**config.mk**
```make
export PLATFORM = sky130hd
export DESIGN_NAME = ramp_phase_sequencer
export DESIGN_NICKNAME = d
export VERILOG_FILES = /design/src/rtl/ramp_phase_sequencer.sv
export SDC_FILE = /design/constraint.sdc
export NUM_CORES = 1
export LEC_CHECK = 0
export ABC_AREA = 0
export BUFFER_PORTS_ARGS = -buffer_cell sky130_fd_sc_hd__buf_2
export CAP_MARGIN = 40
export CORE_UTILIZATION = 61
export DETAILED_ROUTE_END_ITERATION = 10
export PLACE_DENSITY = 0.87
export SETUP_SLACK_MARGIN = 0.3
export SYNTH_ARGS = -nofsm -noshare
export SYNTH_HDL_FRONTEND = slang
export SYNTH_SLANG_ARGS = --single-unit
```
**constraint.sdc**
```tcl
create_clock -name clk -period 7.2 [get_ports clk]
set_input_delay 0 -clock clk [delete_from_list [all_inputs] [get_ports clk]]
set_output_delay 0 -clock clk [all_outputs]
set_load 0.01 [all_outputs]
```
**src/rtl/ramp_phase_sequencer.sv**
```systemverilog
// Sawtooth phase sequencer: advances a phase position once per sample tick and uses an
// external sequential divider (pos / period) to turn that position into an 8-bit ramp sample.
module ramp_phase_sequencer #(
   parameter int DIV_LATENCY = 20
) (
   input  logic        clk,
   input  logic        rst,
   input  logic        sample_tick,
   input  logic [15:0] note_period,
   input  logic [7:0]  quotient,
   output logic        div_en,
   output logic [15:0] dividend,
   output logic [15:0] divider,
   output logic [7:0]  sample_out,
   output logic        sample_valid,
   output logic        busy,
   output logic        overrun
);

   localparam logic [7:0] WAIT_INIT = 8'(DIV_LATENCY - 1);

   typedef enum logic [1:0] {
      IDLE    = 2'd0,
      LAUNCH  = 2'd1,
      WAIT    = 2'd2,
      CAPTURE = 2'd3
   } state_t;

   state_t      state;
   state_t      next_state;
   logic [15:0] pos;
   logic [7:0]  wait_cnt;

   logic        tick_silent;
   logic        tick_launch;
   logic [15:0] pos_start;
   logic [16:0] pos_inc;
   logic        pos_wrap;

   logic        div_en_next;
   logic        busy_next;
   logic        overrun_next;
   logic        valid_next;

   assign tick_silent = sample_tick && (note_period == 16'd0);
   assign tick_launch = sample_tick && (note_period != 16'd0);
   // A shrunken period can leave pos beyond the new range, so restart the ramp there.
   assign pos_start   = (pos < note_period) ? pos : 16'd0;
   // 17-bit increment keeps pos=16'hFFFE with period 16'hFFFF from overflowing.
   assign pos_inc     = {1'b0, dividend} + 17'd1;
   assign pos_wrap    = (pos_inc >= {1'b0, divider});

   // State register.
   always_ff @(posedge clk or posedge rst) begin
      if (rst) begin
         state <= IDLE;
      end else begin
         state <= next_state;
      end
   end

   // Next-state logic.
   always_comb begin
      next_state = state;
      case (state)
         IDLE: begin
            if (tick_launch) begin
               next_state = LAUNCH;
            end else begin
               next_state = IDLE;
            end
         end
         LAUNCH: next_state = WAIT;
         WAIT: begin
            if (wait_cnt == 8'd0) begin
               next_state = CAPTURE;
            end else begin
               next_state = WAIT;
            end
         end
         CAPTURE: next_state = IDLE;
         default: next_state = IDLE;
      endcase
   end

   // Output decode: next values of the registered control outputs.
   always_comb begin
      div_en_next  = 1'b0;
      valid_next   = 1'b0;
      overrun_next = 1'b0;
      busy_next    = (next_state != IDLE);
      case (state)
         IDLE: begin
            div_en_next = tick_launch;
            valid_next  = tick_silent;
         end
         LAUNCH: begin
            overrun_next = sample_tick;
         end
         WAIT: begin
            overrun_next = sample_tick;
         end
         CAPTURE: begin
            valid_next   = 1'b1;
            overrun_next = sample_tick;
         end
         default: begin
            div_en_next = 1'b0;
         end
      endcase
   end

   // Registered control outputs.
   always_ff @(posedge clk or posedge rst) begin
      if (rst) begin
         div_en       <= 1'b0;
         busy         <= 1'b0;
         overrun      <= 1'b0;
         sample_valid <= 1'b0;
      end else begin
         div_en       <= div_en_next;
         busy         <= busy_next;
         overrun      <= overrun_next;
         sample_valid <= valid_next;
      end
   end

   // Datapath: phase position, divider operands, latency counter and captured sample.
   always_ff @(posedge clk or posedge rst) begin
      if (rst) begin
         pos        <= 16'd0;
         dividend   <= 16'd0;
         divider    <= 16'd0;
         sample_out <= 8'd0;
         wait_cnt   <= 8'd0;
      end else begin
         case (state)
            IDLE: begin
               if (tick_silent) begin
                  pos        <= 16'd0;
                  sample_out <= 8'd0;
               end else if (tick_launch) begin
                  divider  <= note_period;
                  dividend <= pos_start;
                  pos      <= pos_start;
               end
            end
            LAUNCH: begin
               wait_cnt <= WAIT_INIT;
            end
            WAIT: begin
               if (wait_cnt != 8'd0) begin
                  wait_cnt <= wait_cnt - 8'd1;
               end
            end
            CAPTURE: begin
               sample_out <= quotient;
               pos        <= pos_wrap ? 16'd0 : pos_inc[15:0];
            end
            default: begin
               wait_cnt <= 8'd0;
            end
         endcase
      end
   end

endmodule

```
# --- Word-level counts from Yosys, hierarchy flattened ---
# Cells that the tools add are included.
classes:
  n_reduce_logical: 15
  n_lt_le_gt_ge: 2
  mux: 15
  eq_ne: 6
  n_bitwise: 1
  addsub: 2
ops:
  columns: ["op", "n"]
  rows:
  - ["$mux 16", 4]
  - ["$pmux 16 s2", 1]
  - ["$pmux 8 s2", 2]
  - ["$add 16x1->17 const B", 1]
  - ["$ge 17x16->1", 1]
  - ["$logic_not 16->1", 1]
  - ["$lt 16x16->1", 1]
  - ["$mux 8", 2]
  - ["$reduce_bool 16->1", 1]
  - ["$logic_not 8->1", 1]
  - ["$pmux 2 s4", 1]
  - ["$reduce_bool 8->1", 1]
  - ["$sub 8x1->8 const B", 1]
  - ["$reduce_and 2->1", 3]
  - ["$reduce_bool 2->1", 3]
  - ["$eq 2x2->1 const B", 2]
  - ["$mux 1", 4]
  - ["$ne 2x2->1 const B", 2]
  - ["$ne 3x3->1 const B", 1]
  - ["$reduce_and 3->1", 1]
  - ["$reduce_or 3->1", 1]
  - ["$eq 2x1->1 const B", 1]
  - ["$logic_and 1x1->1", 2]
  - ["$logic_not 2->1", 1]
  - ["other kinds (2)", 2]
totals:
  input_bits: 27
  reg_bits: 70
  output_inout_bits: 44
  wordCells: 51

# --- Depth between registers and ports, before layout ---
# Gate-level depths: netlist of the first run.
depth:
  word_depth: 5
  depth_mapped: 14
  mapped_depth_nobuf: 12

# --- Worst setup path after synthesis of the first run ---
# Ideal clock, no wire load.
synth_path:
  kind: "reg-to-reg"
  startpoint: "register dividend[2]"
  endpoint: "register pos[2]"
  arrival_ns: 2.871
  stages_incl_launch_ff: 15
  setup_time_ns: 0.135
  slack_ns: 4.195
  t_required_ns: 7.065
  n_path_buf: 3
  synth_period_minus_slack_ns: 3.005
  path_cell_list: "dfrtp_1 -> clkbuf_1 -> nand2_1 -> or3b_1 -> clkbuf_1 -> nor2_1 -> xnor2_1 -> inv_1 -> ha_1 -> nand4_1 -> nor2_1 -> nand4_1 -> o21ai_1 -> clkbuf_1 -> o31ai_1"
synth_between:
  elab_chain_len: 4
synth_rtl:
  columns: ["element", "line", "source"]
  rows:
  - ["from (decl)", "12", "output logic [15:0] dividend,"]
  - ["from (signal assigned)", "144", "dividend <= pos_start;"]
  - ["$add 16x1->17 (*)", "50", "assign pos_inc = {1'b0, dividend} + 17'd1;"]
  - ["$ge 17x16->1", "51", "assign pos_wrap = (pos_inc >= {1'b0, divider});"]
  - ["$mux 16 (*)", "158", "pos <= pos_wrap ? 16'd0 : pos_inc[15:0];"]
  - ["$pmux 16 s2 (*)", "137", "case (state)"]
  - ["to (signal assigned)", "145", "pos <= pos_start;"]
  - ["to (signal assigned)", "158", null]
  - ["to (decl)", "31", "logic [15:0] pos;"]
# Mark *: on every way between the ends. The rest lies on a longest branch, timed or not.
# A chain may end at the register's enable or synchronous reset.

# --- Worst setup path after layout of the first run ---
layout_path:
  startpoint: "input note_period[12]"
  endpoint: "register dividend[0]"
layout_between:
  elab_chain_len: 4
  elab_cells_between_ends: 8
  cone_classes: "order compare: 1; mux: 1; bitwise: 1; reduce/logical: 5"
layout_rtl:
  columns: ["element", "line", "source"]
  rows:
  - ["from (decl)", "9", "input logic [15:0] note_period,"]
  - ["parallel branches: the longest is 4 deep, another holds $lt 16x16->1", null, null]
# Parallel ways; which one is timed is not known.

==> impl_results.md, run 1 <==
* Status: complete, but fails checks
* Failing checks: DRC
* PortBufs at 70
* Worst slew pin tran at 0.871 ns
* # nets final at about 610
* Clock Skews at 0.0125 ns
* Critical path endpoint category: flip-flop
* Setup repair bufs after CTS at 0
* Avg WL per Cell at about 17 um
* Final WL at roughly 11000 um
* Leakage at ~2.6 nW
* Worst-Skew Late Latency at between 0.3 and 0.4 ns
* Die ar. at about 7000 um2
* Post-DRT Antenna Nets at 0
* Max Clock Freq at a little over 300 MHz
* Clock Path Buffers at 2
* Post_cts resized at 0
* DRT Pass-1 Iters at 8
* Sink Count at 70
* Minimum clock period after layout at roughly 3.2 ns
* WP data arrival at 3.47 ns
* Critical path data required time at about 7.4 ns
* Post-synth ARST share at 1.00
* Hold slack at approximately 0.11 ns
* Post-synth EDFFs at 0
* Area delta synth->final at 20.9%
* Core Box Area at around 6500 um2
* First-pass GRT wire length at roughly 17000 um
* Initial antenna violation count at 0
* # H-tree levels at 3
* Mapped Area at about 4200 um2
* Peak supply drop at 236 uV
* Count of cell types in the netlist at 46
* Worst-path clk slew at 0.09 ns
* Post-DP Area at 4590 um2
* Average size of a mapped cell at just over 9 um2
* Hold Fails Final Rpt at 0
* Final Max Slew Viols at 0
* Post-route cell area at a little over 5000 um2
* Rows at 29
* Most frequent cells in the layout: 70 x dfrtp_1, 70 x buf_2, 69 x inv_1, 52 x nand2_1, 37 x ha_1
* Total track usage at 0.308
* CTS tree: built
* Starting density of the core at 0.645
* DRC viols at 6
* Largest fanout on the critical path at 33
* Vias per inst at between 6 and 7
* Grt ovf at 0
* # Max-Cap Violations at 0
* Die X at between 80 and 90 um
* Startpoint types: input pin
* Max_slew headroom at 0.419
* Final period util at 0.450
* Vias post-DR at between 3000 and 4000
* Largest net degree at the start of global routing at 71
* Worst Setup Path Type: in2reg
* Gpl congestion at between 0.8 and 0.9
* Syn nets at approximately 520
* Final core occ at 0.780
* Primary FF master, synth: dfrtp_1
* Final setup vio count at 0
* Detailed Place HPWL at 7070 um
* Worst hold-check path type: in2reg
* Seq/Total Area, Yosys at 0.418
* Setup TNS at 0 ns
* Flops & latches, synth at 70
* Vias in the first global route at roughly 3700
* Share of cells above drive strength 1 at 0.181
* Ports at 71
* Root buffer cell: clkbuf_8
* Die H at 84.9 um
* RSZ-0062 raised after global routing: no
* Drt initial violations at 275
* Diode count at 0
* PwrDens at 310 nW/um2
* CTS buffer count at 9
* Syn Inst Count at 459
* Hold_buf cts at 25
* Yosys warns at 0
metal layers:
layer / up-vias / GRT usage / part of all wire
li1: 1801 / - / -
met2: 167 / 0.510 / 0.49
met5: - / 0 / 0
met4: 0 / 0.180 / 0.033
met1: 1830 / 0.384 / 0.42
met3: 32 / 0.0506 / 0.061
through the flow:
step                instances  total power [W]  setup slack (ns)
floorplan                 459         0.000987              4.19
detailed placement        589          0.00119              4.09
finish                    630          0.00157              3.96
CTS                       630          0.00157              4.00
global route              630          0.00168              3.72
global placement          584          0.00115              3.91
area by class of cell:
| type | instances | area, um2 |
|---|---|---|
| Clock buffer | 9 | 124 |
| Clock inverter | 7 | 103 |
| Fill cell | 421 | 1430 |
| Inverter | 71 | 267 |
| Multi-Input combinational cell | 295 | 2070 |
| Sequential cell | 70 | 1750 |
| Tap cell | 77 | 96.3 |
| Timing Repair Buffer | 101 | 657 |
worst max-delay path: stages:
cell,delay [ns]
dlygate4sd3_1,0.53
buf_2,0.14
nor4_1,0.43
and4_1,0.74
or2_1,0.64
inv_2,0.41
and3_4,0.35
a22o_1,0.20
path summary, 6_finish.rpt:
| path | cells after the start | from | slack (ns) | to |
|---|---|---|---|---|
| worst max-delay path | 8 | note_period[12] | 3.96 | dividend[0] |
| worst min-delay path | 2 | sample_tick | 0.11 | overrun |
| max in group asynchronous | 4 | rst | 6.17 | pos[3] |
| min in group asynchronous | 4 | rst | 0.47 | sample_out[0] |
| worst max register to register | 12 | dividend[0] | 4.01 | pos[1] |
| worst min register to register | 2 | sample_out[7] | 0.49 | sample_out[7] |
Yosys cell counts (2+ instances only):
master	count	area, um2
a32oi_1	16	140
a211oi_1	17	128
o21a_1	2	15.0
o31ai_1	16	120
inv_1	70	263
nand3_1	11	55.1
buf_1	3	11.3
o21ai_1	25	125
nand4_1	6	37.5
ha_1	37	463
or2_1	2	12.5
nor3_1	2	10.0
a22o_1	16	140
a21oi_1	11	55.1
nor2_1	15	56.3
nor4_1	6	37.5
a31oi_1	4	25.0
o21ai_0	7	35.0
nor2b_1	4	25.0
a21o_1	2	15.0
a41oi_1	2	17.5
or2_2	2	12.5
a21boi_1	2	15.0
dfrtp_1	70	1750
xor2_1	9	78.8
and4_1	4	35.0
and3_1	2	12.5
buf_6	2	22.5
clkbuf_1	17	63.8
nand2_1	52	195
xnor2_1	8	70.1
nand2b_1	3	18.8
logic make-up (layout without fill, tap and decap cells):
family          Yosys count  after routing  share of synthesized area
fa+ha+maj                37             37                      0.110
xor+xnor                 17             17                     0.0355
simple gates            115            115                      0.133
flops                    70             70                      0.418
buf+inv                  94            188                     0.0881
compound gates          125            125                      0.212
mux                       1              1                    0.00269
sequential cells by signal, indices dropped and copies added, names as in the netlist:
signal and flops:
overrun 1, sample_valid 1, div_en 1, dividend 16, sample_out 8, state 2
wait_cnt 8, pos 16, busy 1, divider 16
power breakdown:
part | internal [W] | switching, W | total [W] | leakage (nW)
clock network | 0.000199 | 0.000164 | 0.000363 | 0.111
registers | 0.000495 | 0.0000787 | 0.000574 | 0.896
logic | 0.000252 | 0.000383 | 0.000634 | 1.56
total | 0.000946 | 0.000625 | 0.00157 | 2.57
No activity file was read; power rests on OpenSTA's default activity.
==> run 2: changes to the inputs <==
--- a/config.mk
+++ b/config.mk
@@ -8,9 +8,9 @@
 export ABC_AREA = 0
 export BUFFER_PORTS_ARGS = -buffer_cell sky130_fd_sc_hd__buf_2
 export CAP_MARGIN = 40
-export CORE_UTILIZATION = 61
+export CORE_UTILIZATION = 51
 export DETAILED_ROUTE_END_ITERATION = 10
-export PLACE_DENSITY = 0.87
+export PLACE_DENSITY = 0.77
 export SETUP_SLACK_MARGIN = 0.3
 export SYNTH_ARGS = -nofsm -noshare
 export SYNTH_HDL_FRONTEND = slang
==> constraint.sdc (replaced) <==
create_clock -name clk -period 2.8 [get_ports clk]
set_input_delay 0 -clock clk [delete_from_list [all_inputs] [get_ports clk]]
set_output_delay 0 -clock clk [all_outputs]
set_load 0.01 [all_outputs]
==> run 2 against run 1 <==
Effect of this change: the run ends with setup timing left; register-to-register slack got worse by 4.1 ns; global-route usage down 1.8 points; setup slack worse by 4.1 ns; sequential share of layout area decreased by 4.1 points; die area increased by 19%; total power rose to 2.7 times the previous value; cell count increased by 11%; via count increased by 7.1%; clock power increased by 140%; first-iteration DRC count up 6.9%; critical path type is now reg2reg; largest cell class unchanged.
==> impl_results.md, run 2 (synthesis results as in run 1) <==
* Worst Setup Path Type: reg2reg
* Hold slack at 0.0723 ns (-0.0420 ns)
* Crit. Startpoint: dividend[1]
* Area delta synth->final at 37.4%
* Largest net degree at the start of global routing at 66 (-7.0%)
* Core Box Area at 7850 um2 (+21%)
* # H-tree levels at 3 (unchanged)
* # Max-Cap Violations at 0 (unchanged)
* Largest fanout on the critical path at 6 (-82%)
* DRT Pass-1 Iters at 4 (-4)
* Minimum clock period after layout at between 2 and 3 ns
* # nets final at 656 (+7.2%)
* Peak supply drop at 562 uV (+140%)
* Vias per inst at 5.87 (-3.5%)
* Leakage at 2.82 nW (+9.7%)
* CTS tree: built
* Clock Skews at 0.00882 ns (-0.00370 ns)
* Startpoint types: flip-flop
* Worst-path clk slew at 0.09 ns (about the same)
* Critical path endpoint category: flip-flop
* Root buffer cell: clkbuf_8
* Status: complete, but fails checks
* Fill cell count at 539 (+28%)
* Final setup vio count at 16 (+16)
* Pwr Total at 0.00426 W (+170%)
* First-pass GRT wire length at 19200 um (+12%)
* Post-route setup slack at -0.140 ns (-4.10 ns)
* Critical path data required time at 3.08 ns (-4.35 ns)
* Vias in the first global route at 3968 (+8.4%)
* Worst hold-check path type: in2async
* Vias post-DR at 4101 (+7.1%)
* Die X at 92.6 um (+9.1%)
* Grt ovf at 0 (unchanged)
* Clock Path Buffers at 2 (unchanged)
* Initial antenna violation count at 0 (unchanged)
* Die ar. at 8580 um2 (+19%)
* PwrDens at 740 nW/um2 (+140%)
* Hold Fails Final Rpt at 0 (unchanged)
* Most frequent cells in the layout: 70 x buf_2, 69 x dfrtp_1, 67 x inv_1, 52 x nand2_1, 43 x buf_4
* Worst slew pin tran at 0.862 ns (-0.00862 ns)
* Total track usage at 0.290 (-0.0181)
* WP data arrival at 3.22 ns (-0.25 ns)
* Worst-Skew Late Latency at 0.36 ns (about the same)
* Sink Count at 70 (unchanged)
* Inst Count DP at 634 (+7.6%)
* Final WL at 12700 um (+19%)
* Ports at 71 (unchanged)
* Commonest non-fill, non-tap cell in the layout: buf_2
* CTS buffer count at 9 (unchanged)
* PortBufs at 70 (unchanged)
* Largest regs: dividend x16, divider x16, pos x16
* Post-DRT Antenna Nets at 0 (unchanged)
* Share of cells above drive strength 1 at 0.318 (+0.137)
* Final period util at 1.05
* Die H at 92.6 um (+9.1%)
* Gpl congestion at 0.847 (-4.5%)
* FF-to-FF Start: dividend[1]
* Non-Filler Instances at 699 (+11%)
* DRC viols at 0 (-6)
* Rows at 32 (+10%)
* Max_slew headroom at 0.425 (+0.00574)
* Detailed Place HPWL at 7680 um (+8.6%)
* Final Max Slew Viols at 0 (unchanged)
* Diode count at 0 (unchanged)
* Starting density of the core at 0.534 (-0.111)
* Avg WL per Cell at 18.1 um (+7.7%)
* Drt initial violations at 294 (+6.9%)
* Failing checks: setup timing
* RSZ-0062 raised after global routing: yes
* Max Clock Freq at between 300 and 400 MHz
==> run 2: through the flow <==
| stage | cell area [um2] | setup slack, ns | setup TNS (ns) | utilization |
|---|---|---|---|---|
| after floorplan | 4250 | 0.166 | 0 | - |
| after global placement | 4780 | -0.0924 | -1.34 | 0.609 |
| after detailed placement | 4790 | -0.271 | -3.74 | 0.610 |
| after CTS | 5570 | 0.0540 | 0 | 0.710 |
| after global routing | 5760 | -0.217 | -3.18 | 0.734 |
| final | 5760 | -0.140 | -1.57 | 0.734 |
==> run 2: metal layers <==
metal	up-vias	global-route usage	part of all wire
met2	217	0.477	0.50
met1	1954	0.355	0.39
met4	0	0.165	0.041
met3	46	0.0575	0.068
met5	-	0	0
li1	1884	-	-
==> run 2: repair_timing <==
item                                   CTS  global route
pin swaps                               21            21
buffers inserted                        20             3
gates resized for setup                 35            27
setup endpoints to repair               16            31
cloned                                   1             0
endpoints found under the hold margin   29             0
hold buffers                            25             0
==> run 2: final cells by class <==
type | instances | area (um2) | area share
clock inverters | 7 | 81.3 | 0.0141
inverters | 71 | 267 | 0.0463
well taps | 102 | 128 | 0.0222
flip-flops and latches | 70 | 1750 | 0.304
multi-input cells | 295 | 2400 | 0.417
clock buffers | 9 | 124 | 0.0215
repair buffers | 145 | 1010 | 0.175
==> run 2: power by group <==
group,switching [W],internal (W)
registers,0.000177,0.00128
logic,0.00115,0.000790
clock network,0.000448,0.000422
total,0.00177,0.00249
==> run 2: critical path, stage by stage, from the launching register on <==
cell and delay, ns:
dfrtp_1 0.41, and3_4 0.21, or3b_4 0.44, buf_4 0.16
nor3_1 0.20, xnor2_1 0.20, inv_1 0.08, ha_1 0.18
nand3b_1 0.17, a41oi_2 0.26, o21ai_4 0.13, buf_6 0.17
o31ai_2 0.24
==> run 2: path summary, 6_finish.rpt <==
| kind | cells after the start | slack (ns) | endpoint |
|---|---|---|---|
| setup / recovery | 12 | -0.14 | pos[11] |
| hold / removal | 3 | 0.07 | wait_cnt[7] |
| setup reg to reg | 12 | -0.14 | pos[11] |
| hold reg to reg | 2 | 0.49 | sample_out[0] |
| max in group asynchronous | 4 | 1.63 | dividend[0] |
| min in group clk | 2 | 0.12 | overrun |
